### src/rtl/pid_uk_accum.sv
// Absolute-output accumulator behind the PID increment stage.
// It forms u(k) = u(k-1) + d_uk with clamping, an overflow-proof sum, and preset/clear.
module pid_uk_accum #(
  parameter int DUK_W = 24,
  parameter int UK_W  = 16
) (
  input  logic             clk,
  input  logic             rst,
  input  logic             clr,
  input  logic [UK_W-1:0]  preset,
  input  logic [UK_W-1:0]  uk_min,
  input  logic [UK_W-1:0]  uk_max,
  input  logic             duk_valid,
  output logic             duk_ready,
  input  logic [DUK_W-1:0] d_uk,
  output logic [UK_W-1:0]  uk,
  output logic             uk_valid,
  output logic             sat_hi,
  output logic             sat_lo,
  output logic             cfg_err
);

  localparam int SW = DUK_W + 2;

  typedef enum logic [1:0] {S_IDLE, S_SUM, S_CLAMP, S_OUT} state_t;

  state_t             state_q, state_d;
  logic [DUK_W-1:0]   duk_q, duk_d;
  logic [SW-1:0]      sum_q, sum_d;
  logic [UK_W-1:0]    uk_q, uk_d;
  logic               uk_valid_q, uk_valid_d;
  logic               sat_hi_q, sat_hi_d;
  logic               sat_lo_q, sat_lo_d;
  logic               cfg_err_q, cfg_err_d;

  logic signed [SW-1:0]   uk_ext, duk_ext, min_ext, max_ext, sum_s;
  logic signed [UK_W-1:0] min_s, max_s;

  // The sum is two bits wider than d_uk so no operand combination can wrap.
  assign uk_ext  = {{(SW-UK_W){uk_q[UK_W-1]}}, uk_q};
  assign duk_ext = {{2{duk_q[DUK_W-1]}}, duk_q};
  assign min_ext = {{(SW-UK_W){uk_min[UK_W-1]}}, uk_min};
  assign max_ext = {{(SW-UK_W){uk_max[UK_W-1]}}, uk_max};
  assign sum_s   = sum_q;
  assign min_s   = uk_min;
  assign max_s   = uk_max;

  assign duk_ready = (state_q == S_IDLE) && !clr && !rst;

  always_comb begin
    state_d    = state_q;
    duk_d      = duk_q;
    sum_d      = sum_q;
    uk_d       = uk_q;
    uk_valid_d = uk_valid_q;
    sat_hi_d   = sat_hi_q;
    sat_lo_d   = sat_lo_q;
    cfg_err_d  = cfg_err_q;

    case (state_q)
      S_IDLE: begin
        if (duk_valid && duk_ready) begin
          duk_d   = d_uk;
          state_d = S_SUM;
        end
      end
      S_SUM: begin
        sum_d   = uk_ext + duk_ext;
        state_d = S_CLAMP;
      end
      S_CLAMP: begin
        sat_hi_d   = 1'b0;
        sat_lo_d   = 1'b0;
        cfg_err_d  = 1'b0;
        uk_valid_d = 1'b1;
        if (min_s > max_s) begin
          cfg_err_d = 1'b1;
        end else if (sum_s > max_ext) begin
          uk_d     = uk_max;
          sat_hi_d = 1'b1;
        end else if (sum_s < min_ext) begin
          uk_d     = uk_min;
          sat_lo_d = 1'b1;
        end else begin
          uk_d = sum_q[UK_W-1:0];
        end
        state_d = S_OUT;
      end
      S_OUT: begin
        uk_valid_d = 1'b0;
        state_d    = S_IDLE;
      end
      default: state_d = S_IDLE;
    endcase

    // Clear wins over any in-flight sample and loads the preset unclamped.
    if (clr) begin
      state_d    = S_IDLE;
      uk_d       = preset;
      uk_valid_d = 1'b0;
      sat_hi_d   = 1'b0;
      sat_lo_d   = 1'b0;
      cfg_err_d  = 1'b0;
    end
  end

  always_ff @(posedge clk) begin
    if (rst) begin
      state_q    <= S_IDLE;
      duk_q      <= '0;
      sum_q      <= '0;
      uk_q       <= '0;
      uk_valid_q <= 1'b0;
      sat_hi_q   <= 1'b0;
      sat_lo_q   <= 1'b0;
      cfg_err_q  <= 1'b0;
    end else begin
      state_q    <= state_d;
      duk_q      <= duk_d;
      sum_q      <= sum_d;
      uk_q       <= uk_d;
      uk_valid_q <= uk_valid_d;
      sat_hi_q   <= sat_hi_d;
      sat_lo_q   <= sat_lo_d;
      cfg_err_q  <= cfg_err_d;
    end
  end

  assign uk       = uk_q;
  assign uk_valid = uk_valid_q;
  assign sat_hi   = sat_hi_q;
  assign sat_lo   = sat_lo_q;
  assign cfg_err  = cfg_err_q;

endmodule
### config.mk
export PLATFORM = sky130hd
export DESIGN_NAME = pid_uk_accum
export DESIGN_NICKNAME = d
export VERILOG_FILES = /design/src/rtl/pid_uk_accum.sv
export SDC_FILE = /design/constraint.sdc
export NUM_CORES = 1
export LEC_CHECK = 0
export ABC_AREA = 1
export CORE_MARGIN = 1.5
export CORE_UTILIZATION = 45
export CTS_BUF_LIST = sky130_fd_sc_hd__clkbuf_4 sky130_fd_sc_hd__clkbuf_8 sky130_fd_sc_hd__clkbuf_16
export CTS_CLUSTER_DIAMETER = 150
export DETAILED_ROUTE_END_ITERATION = 12
export GPL_ROUTABILITY_DRIVEN = 0
export PLACE_DENSITY = 0.69
export SYNTH_ARGS = -nofsm -noshare
export SYNTH_HDL_FRONTEND = slang
export SYNTH_SLANG_ARGS = --single-unit
### constraint.sdc
create_clock -name clk -period 3 [get_ports clk]
set_input_delay 0.75 -clock clk [delete_from_list [all_inputs] [get_ports clk]]
set_output_delay 0.75 -clock clk [all_outputs]
set_load 0.005 [all_outputs]
==> results_dict.tcl, run 1 <==
set metrics [dict create \
    nNetsFinal 1261 \
    r2r_slack_ns 0.55 \
    start_util_pct 46.6 \
    switching_power_mw 0.914 \
    drt_iter0_drc 388 \
    dieArea_sq_um 14600 \
    path_max_fanout 2 \
    multi_input_area_sq_um 4210 \
    synthFlopType "dfxtp_1" \
    via_count 6355 \
    p_int_mw 1.99 \
    rsz0062_at_grt "no" \
    ys_ff_latch 71 \
    ys_seq_area_share_pct 22.8 \
    dp_cells 1248 \
    grt_remaining_overflow 0 \
    start_kind "input pin" \
    core_area_sq_um 13400 \
    syn_nets 1118 \
    io_pins 97 \
    syn_area_sq_um 6250 \
    drv_slew 0 \
    yosys.area_share.adder_pct 19.1 \
    switching_share_pct 31.5 \
    synth-edff-count 0 \
    cts-buffers-inserted 9 \
    slew_headroom_pct 51.3 \
    min_period_ns 2.78 \
    finalPower_mw 2.90 \
    outcome "finished, final reports clean" \
    cellPowerDensity_nw_per_um2 360 \
    grt_pass1_wl_um 28100 \
    path_clk_slew_ns 0.05 \
    dp_hpwl_um 13700 \
    seq_power_share_pct 36.5 \
    final_common_cell "nand2_1" \
    worst-r2r-cell-count 12 \
    clockPowerShare_pct 33.6 \
    synth-xor-area-share_pct 2.10 \
    synth.distinct_cells 35 \
    p_leak_nw 4.08 \
    vdd_drop_max_v 0.000309 \
    fillers 1287 \
    finalCritPeriodShare_pct 92.6 \
    synthTopCellsByArea "dfxtp_1 (23%), ha_1 (19%), nand2_1 (12%)" \
    worstHoldPathCells 2 \
    synthSimpleGateAreaFrac_pct 30.9 \
    avgViaCountPerCell 5.00 \
    max_freq_mhz 360 \
    drt_pass1_iterations 5 \
    cts_max_path_buffers 2 \
    hold_viol_final 0 \
    insertion_delay_ns 0.34 \
    n_antenna_cell 0 \
    wl_per_cell_um 13.5 \
    hold_path_class "reg2reg" \
    synth.largest_area_cell "dfxtp_1" \
    ff_latch_area_sq_um 1420 \
    cp_data_required_time_ns 2.25 \
    numPortBuffers 96 \
    end_kind "primary output" \
    antenna_found_initial 0 \
    drt-total-wl_um 17200 \
    synth_top_family_by_area "simple AND/OR/NAND/NOR gates" \
    cts_tree "yes" \
    crit_type "in2out" \
    setup_viol 0 \
    synth_compound_area_share_pct 15.2 \
    syn_inst 947 \
    p_comb_share_pct 29.9 \
    area_growth_pct 29.2 \
    arrival_ns 2.03 \
    clock_skew_ns 0.00764 \
    rows 42 \
    ys_warn_count 0 \
    rr_startpoint "uk[0]" \
    grt_pass1_vias 5858 \
    layout_common_cells "nand2_1 (204), inv_1 (122), nor2_1 (114), ha_1 (94), clkdlybuf4s50_1 (93)" \
    crit_end "duk_ready" \
    drive_above_1_share_pct 11.5 \
    synth.top_cell.area_share_pct 22.8 \
    drcViolationCount 0 \
    dieWidth_um 121 \
    async_flop_share_pct 0 \
    reg2reg_to "sum_q[16]" \
    drtAntennaViolNets 0 \
    grtUsageTotal_pct 24.1 \
    synth.avg_cell_area_sq_um 6.60 \
    cts_num_sinks 71 \
    htree_num_levels 3 \
    max_slew.worst_pin.slew_ns 0.729 \
    maxCapViolations 0 \
    clockRootBuffer "clkbuf_16" \
    die_h_um 121 \
    grt_max_degree 61 \
    cts_hold_buf 0 \
    stdcell_count 1270 \
    synthMuxAreaShare_pct 0 \
    critPathLaunch "clr" \
]
==> routing by layer <==
layer	up-vias	global-route usage, %	wire length (um)	part of all wire (%)
met1	2778	35.8	8940	52
li1	3395	-	-	-
met5	-	0	0	0
met3	21	2.69	925	5.4
met2	161	36.0	7020	41
met4	0	7.87	299	1.7
==> what timing repair did <==
action	in CTS	in global routing
gates resized for setup	0	5
setup endpoints to repair	0	18
buffers inserted	0	6
==> stage by stage <==
| stage | setup WS (ns) | hold slack (ns) | TNS [ns] | area, sq um | util (%) |
|---|---|---|---|---|---|
| after detailed placement | -0.315 | 0.459 | -5.07 | 7730 | 57.7 |
| after CTS | 0.0405 | 0.467 | 0 | 8000 | 59.7 |
| after global routing | 0.0324 | 0.484 | 0 | 8070 | 60.2 |
| final | 0.222 | 0.466 | 0 | 8070 | 60.2 |
| after global placement | -0.286 | 0.454 | -4.50 | 7730 | 57.7 |
| after floorplan | 0.435 | 0.445 | 0 | 6250 | - |
==> critical path, cell delays in order <==
cell and delay (ns):
clkdlybuf4s50_1 0.41, inv_1 0.08, nand2_1 0.05, nor2_1 0.10, buf_4 0.14, clkdlybuf4s50_1 0.50
==> cell families after synthesis <==
| family | after synthesis |
|---|---|
| buf+inv | 154 |
| fa+ha+maj | 95 |
| simple gates | 443 |
| flops | 71 |
| xor+xnor | 15 |
| compound gates | 169 |
==> synth_stat cells (10+ instances only) <==
master / number
nand4_1: 13
a21oi_1: 88
nand3_1: 70
o21ai_0: 39
a21oi_2: 10
dfxtp_1: 71
ha_1: 94
nand2_1: 204
nor2_1: 114
nand3_2: 12
clkbuf_1: 19
nand2_2: 18
inv_1: 124
==> power groups by stage <==
stage | clock [mW] | sequential, mW | combinational, mW
6_report | 0.975 | 1.06 | 0.869
5_1_grt | 1.03 | 1.06 | 0.974
4_1_cts | 0.995 | 1.06 | 0.838
3_5_place_dp | 0 | 1.08 | 0.832
3_3_place_gp | 0 | 1.07 | 0.825
2_1_floorplan | 0 | 1.05 | 0.512
==> sequential cells by signal, indices dropped and copies added, names as in the netlist <==
signal / flops
cfg_err: 1
duk_q: 24
sat_hi: 1
sat_lo: 1
state_q: 2
sum_q: 25
uk: 16
uk_valid: 1
==> final cells by class <==
type	instances	share of cell area [%]
Multi-Input combinational cell	722	52.2
Clock buffer	11	3.05
Inverter	124	5.81
Sequential cell	71	17.6
Timing Repair Buffer	161	18.3
Timing Repair inverter	1	0.0620
Tap cell	176	2.73
Clock inverter	4	0.279
==> worst min-delay path by stage <==
stage	slack [ns]	end	startpoint
after floorplan	0.44	duk_q[0]	duk_q[0]
after global placement	0.45	duk_q[4]	duk_q[4]
after detailed placement	0.46	duk_q[19]	duk_q[19]
after CTS	0.47	duk_q[19]	duk_q[19]
after global routing	0.48	duk_q[14]	duk_q[14]
final	0.47	duk_q[4]	duk_q[4]
Power figures use the tool's default switching activity.
==> run 2: changes to the inputs <==
--- a/config.mk
+++ b/config.mk
@@ -10,6 +10,7 @@
 export CORE_UTILIZATION = 45
 export CTS_BUF_LIST = sky130_fd_sc_hd__clkbuf_4 sky130_fd_sc_hd__clkbuf_8 sky130_fd_sc_hd__clkbuf_16
 export CTS_CLUSTER_DIAMETER = 150
+export CTS_CLUSTER_SIZE = 25
 export DETAILED_ROUTE_END_ITERATION = 12
 export GPL_ROUTABILITY_DRIVEN = 0
 export PLACE_DENSITY = 0.69
==> constraint.sdc (replaced) <==
create_clock -name clk -period 3 [get_ports clk]
set_input_delay 0.6 -clock clk [delete_from_list [all_inputs] [get_ports clk]]
set_output_delay 0.6 -clock clk [all_outputs]
set_load 0.005 [all_outputs]
==> results_dict.tcl, run 2 (synthesis results as in run 1) <==
set metrics [dict create \
    outcome "finished, final reports clean" \
    crit_family "buffers and inverters" \
    layout_common_cells "nand2_1 (204), inv_1 (123), nor2_1 (113), clkdlybuf4s50_1 (95), ha_1 (94)" \
    grt_pass1_wl_um 28300 \
    n_antenna_cell 0 \
    insertion_delay_ns 0.34 \
    slowest_delay_ns 0.53 \
    post_cts_buffers 0 \
    path_common_cell "nor2_1" \
    dieWidth_um 121 \
    drt-total-wl_um 17100 \
    antenna_found_initial 0 \
    numPortBuffers 96 \
    crit_type "in2reg" \
    avgViaCountPerCell 5.04 \
    die_h_um 121 \
    clockRootBuffer "clkbuf_16" \
    grt_max_degree 61 \
    drt_iter0_drc 327 \
    ctsResizeCount 0 \
    cp_data_required_time_ns 3.27 \
    largest_reg_flops 25 \
    finalPower_mw 3.06 \
    wl_per_cell_um 13.8 \
    max_freq_mhz 352 \
    hold_path_class "reg2reg" \
    rr_startpoint "uk[0]" \
    fin_ws_ns 0.157 \
    drv_slew 0 \
    stdcell_count 1240 \
    rows 42 \
    core_area_sq_um 13400 \
    grt_pass1_vias 5848 \
    max_slew.worst_pin.slew_ns 0.697 \
    path_max_fanout 18 \
    area_growth_pct 26.7 \
    drtAntennaViolNets 0 \
    cts_hold_buf 0 \
    critPathLaunch "uk_max[15]" \
    clock_skew_ns 0.00518 \
    drt_pass1_iterations 5 \
    min_period_ns 2.84 \
    finalCritPeriodShare_pct 94.8 \
    end_kind "register" \
    dieArea_sq_um 14600 \
    vdd_drop_max_v 0.000333 \
    cellPowerDensity_nw_per_um2 387 \
    final_common_cell "nand2_1" \
    nNetsFinal 1230 \
    cts_tree "yes" \
    drcViolationCount 0 \
    cts-buffers-inserted 9 \
    p_leak_nw 3.96 \
    grt_remaining_overflow 0 \
    place_ws_ns -0.140 \
    regMostFlops "sum_q" \
    dp_cells 1224 \
    min_from "duk_q[16]" \
    via_count 6248 \
    cts_max_path_buffers 2 \
    start_kind "input pin" \
    htree_num_levels 3 \
    grtUsageTotal_pct 24.4 \
    arrival_ns 3.11 \
    cts_num_sinks 71 \
    worst-path-buf-inv 5 \
    slowest_stage "clkdlybuf4s50_1" \
    path_clk_slew_ns 0.05 \
    slew_headroom_pct 53.5 \
    hold_viol_final 0 \
    maxCapViolations 0 \
    drive_above_1_share_pct 9.12 \
    start_util_pct 46.6 \
    cp_cell_sequence "clkdlybuf4s50_1 -> inv_2 -> buf_12 -> ha_1 -> nand2_1 -> nor2_1 -> nand4_1 -> buf_4 -> nor2_1 -> nand3_2 -> nand3_4 -> buf_12 -> nor2_1 -> nor2_1 -> nand2_2 -> a21oi_2" \
    io_pins 97 \
    dp_hpwl_um 13600 \
    utilization_pct 59.1 \
    fillers 1285 \
    setup_viol 0 \
]
## run 2: cell count changes in the layout (fill, tap and decap cells not counted), sizes merged
| cell | change |
|---|---|
| clkbuf | +2 |
| buf | -30 |
| inv | +1 |
| clkdlybuf4s50 | +2 |
| bufinv | +2 |
| dlymetal6s2s | -2 |
| clkinv | -2 |
| clkinvlp | -3 |
## run 2: worst min-delay path, delay by kind of cell, from the launching register on
| kind | cells | cell delay [ns] |
|---|---|---|
| AO/OA/AOI/OAI | 1 | 0.05 |
| flip-flops | 1 | 0.31 |
| AND/OR/NAND/NOR | 1 | 0.06 |
## run 2: area by class of cell
| class | instances | area, sq um | share of cell area (%) |
|---|---|---|---|
| Clock buffer | 13 | 268 | 3.38 |
| Clock inverter | 3 | 65.1 | 0.822 |
| Inverter | 124 | 465 | 5.88 |
| Multi-Input combinational cell | 722 | 4220 | 53.4 |
| Sequential cell | 71 | 1420 | 18.0 |
| Tap cell | 176 | 220 | 2.78 |
| Timing Repair Buffer | 131 | 1250 | 15.8 |
## run 2: stage by stage
| stage | hold slack, ns | instance area, sq um | setup TNS [ns] |
|---|---|---|---|
| after floorplan | 0.445 | 6250 | 0 |
| after detailed placement | 0.458 | 7560 | -1.73 |
| after global routing | 0.489 | 7910 | -0.0135 |
| after global placement | 0.454 | 7560 | -1.17 |
| after CTS | 0.466 | 7890 | 0 |
| final | 0.461 | 7910 | 0 |
## run 2: final timing paths
kind | to | slack (ns) | depth (start not counted)
setup / recovery | uk[11] | 0.16 | 16
hold reg to reg | duk_q[16] | 0.46 | 2
hold / removal | duk_q[16] | 0.46 | 2
setup reg to reg | sum_q[16] | 0.46 | 12
## run 2: power by group
part / internal, mW / switching, mW
combinational: 0.376 / 0.444
clock: 0.790 / 0.394
sequential: 0.994 / 0.0621
total: 2.16 / 0.900
## run 2: per-layer routing
| layer | GRT usage (%) | up-vias | part of all wire, % |
|---|---|---|---|
| li1 | - | 3326 | - |
| met1 | 35.6 | 2718 | 52 |
| met2 | 37.1 | 185 | 41 |
| met3 | 2.92 | 19 | 5.9 |
| met4 | 8.01 | 0 | 1.7 |
| met5 | 0 | - | 0 |
==> run 3: changes to the inputs <==
--- a/config.mk
+++ b/config.mk
@@ -6,7 +6,6 @@
 export NUM_CORES = 1
 export LEC_CHECK = 0
 export ABC_AREA = 1
-export CORE_MARGIN = 1.5
 export CORE_UTILIZATION = 45
 export CTS_BUF_LIST = sky130_fd_sc_hd__clkbuf_4 sky130_fd_sc_hd__clkbuf_8 sky130_fd_sc_hd__clkbuf_16
 export CTS_CLUSTER_DIAMETER = 150
==> results_dict.tcl, run 3 (synthesis results as in run 1) <==
set metrics [dict create \
    outcome "finished, final reports clean" \
    r2r_slack_ns 0.47 \
    antenna_found_initial 0 \
    cts_tree "yes" \
    cp_data_required_time_ns 3.27 \
    final_common_cell "nand2_1" \
    drv_slew 0 \
    grtUsageTotal_pct 23.5 \
    avgViaCountPerCell 4.97 \
    finalCritPeriodShare_pct 92.2 \
    hold_viol_final 0 \
    dieArea_sq_um 14400 \
    regMostFlops "sum_q" \
    die_h_um 120 \
    area_growth_pct 26.7 \
    grt_max_degree 61 \
    cts_num_sinks 71 \
    start_kind "input pin" \
    slowest_stage "clkdlybuf4s50_1" \
    cts_hold_buf 0 \
    layout_common_cells "nand2_1 (204), inv_1 (123), nor2_1 (114), ha_1 (94), clkdlybuf4s50_1 (94)" \
    cts_max_path_buffers 2 \
    dp_hpwl_um 13400 \
    io_pins 97 \
    rows 42 \
    htree_num_levels 3 \
    numPortBuffers 96 \
    largest_reg_flops 25 \
    clockRootBuffer "clkbuf_16" \
    dp_cells 1221 \
    path_clk_slew_ns 0.06 \
    crit_type "in2reg" \
    cp_cell_sequence "clkdlybuf4s50_1 -> inv_1 -> ha_1 -> a21oi_1 -> nor2_1 -> nor2_1 -> nand2_1 -> nor2_1 -> nand3_1 -> nand2_4 -> buf_4 -> nand2_2 -> nand3_2 -> nand2_1 -> a21oi_2" \
    grt_remaining_overflow 0 \
    maxCapViolations 0 \
    max_freq_mhz 362 \
    cts-buffers-inserted 9 \
    arrival_ns 3.04 \
    stdcell_count 1244 \
    path_common_cell "nor2_1" \
    rsz0062_at_grt "no" \
    crit_family "simple AND/OR/NAND/NOR gates" \
    grtUsageMet3_pct 2.19 \
    drt_pass1_iterations 5 \
    finalPower_mw 3.06 \
    fin_ws_ns 0.235 \
    start_util_pct 46.6 \
    slew_headroom_pct 51.4 \
    hold_ws_ns 0.462 \
    hold_path_class "reg2reg" \
    p_leak_nw 3.96 \
    dieWidth_um 120 \
    grt_pass1_vias 5455 \
    via_count 6186 \
    wl_per_cell_um 13.6 \
    min_period_ns 2.77 \
    vdd_drop_max_v 0.000286 \
    path_max_fanout 11 \
    clock_skew_ns 0.00927 \
    place_ws_ns -0.159 \
    drtAntennaViolNets 0 \
    setup_viol 0 \
    n_antenna_cell 0 \
    slowest_delay_ns 0.52 \
    busiest_layer "met1" \
    grt_pass1_wl_um 26800 \
    insertion_delay_ns 0.34 \
    max_slew.worst_pin.slew_ns 0.728 \
    use_met2_pct 34.5 \
    drcViolationCount 0 \
    drt_iter0_drc 409 \
    worst-path-buf-inv 3 \
    cellPowerDensity_nw_per_um2 386 \
    met1_usage_pct 35.8 \
    core_area_sq_um 13400 \
    drt-total-wl_um 16900 \
    drive_above_1_share_pct 9.27 \
    end_kind "register" \
    nNetsFinal 1234 \
]
run 3: repair_timing:
action | CTS | global route
resized for setup | 0 | 3
endpoints found under the setup margin | 0 | 2
buffers inserted | 0 | 6
hold endpoints to repair | 0 | 0
run 3: worst paths after layout:
check	from	end	depth (start not counted)
worst max-delay path	uk_min[15]	uk[2]	15
worst min-delay path	duk_q[18]	duk_q[18]	2
worst max register to register	uk[0]	sum_q[16]	12
worst min register to register	duk_q[18]	duk_q[18]	2
run 3: per-stage QoR:
| stage | instance area, sq um | utilization (%) | TNS (ns) |
|---|---|---|---|
| 6_report | 7910 | 59.1 | 0 |
| 5_1_grt | 7910 | 59.1 | 0 |
| 4_1_cts | 7860 | 58.6 | 0 |
| 3_5_place_dp | 7520 | 56.1 | -1.51 |
| 3_3_place_gp | 7520 | 56.1 | -0.650 |
| 2_1_floorplan | 6250 | - | 0 |
run 3: metal layers:
layer	vias to the layer above	wire, um
met5	-	0
met4	0	251
met3	20	839
met2	156	6830
met1	2663	8950
li1	3347	-
run 3: cell type report:
class,instances,area (sq um)
Clock buffer,10,239
Clock inverter,6,92.6
Fill cell,1323,5490
Inverter,124,469
Multi-Input combinational cell,722,4210
Sequential cell,71,1420
Tap cell,176,220
Timing Repair Buffer,134,1260
Timing Repair inverter,1,7.51
run 3: power by group:
group	internal [mW]	switching [mW]	total (mW)
combinational	0.379	0.445	0.824
clock	0.754	0.421	1.18
sequential	0.994	0.0635	1.06
total	2.13	0.929	3.06
run 3: worst min-delay path, cell delays in order (launching register included):
cell and delay (ns):
dfxtp_1 0.31, nand2_1 0.06, a21oi_1 0.05
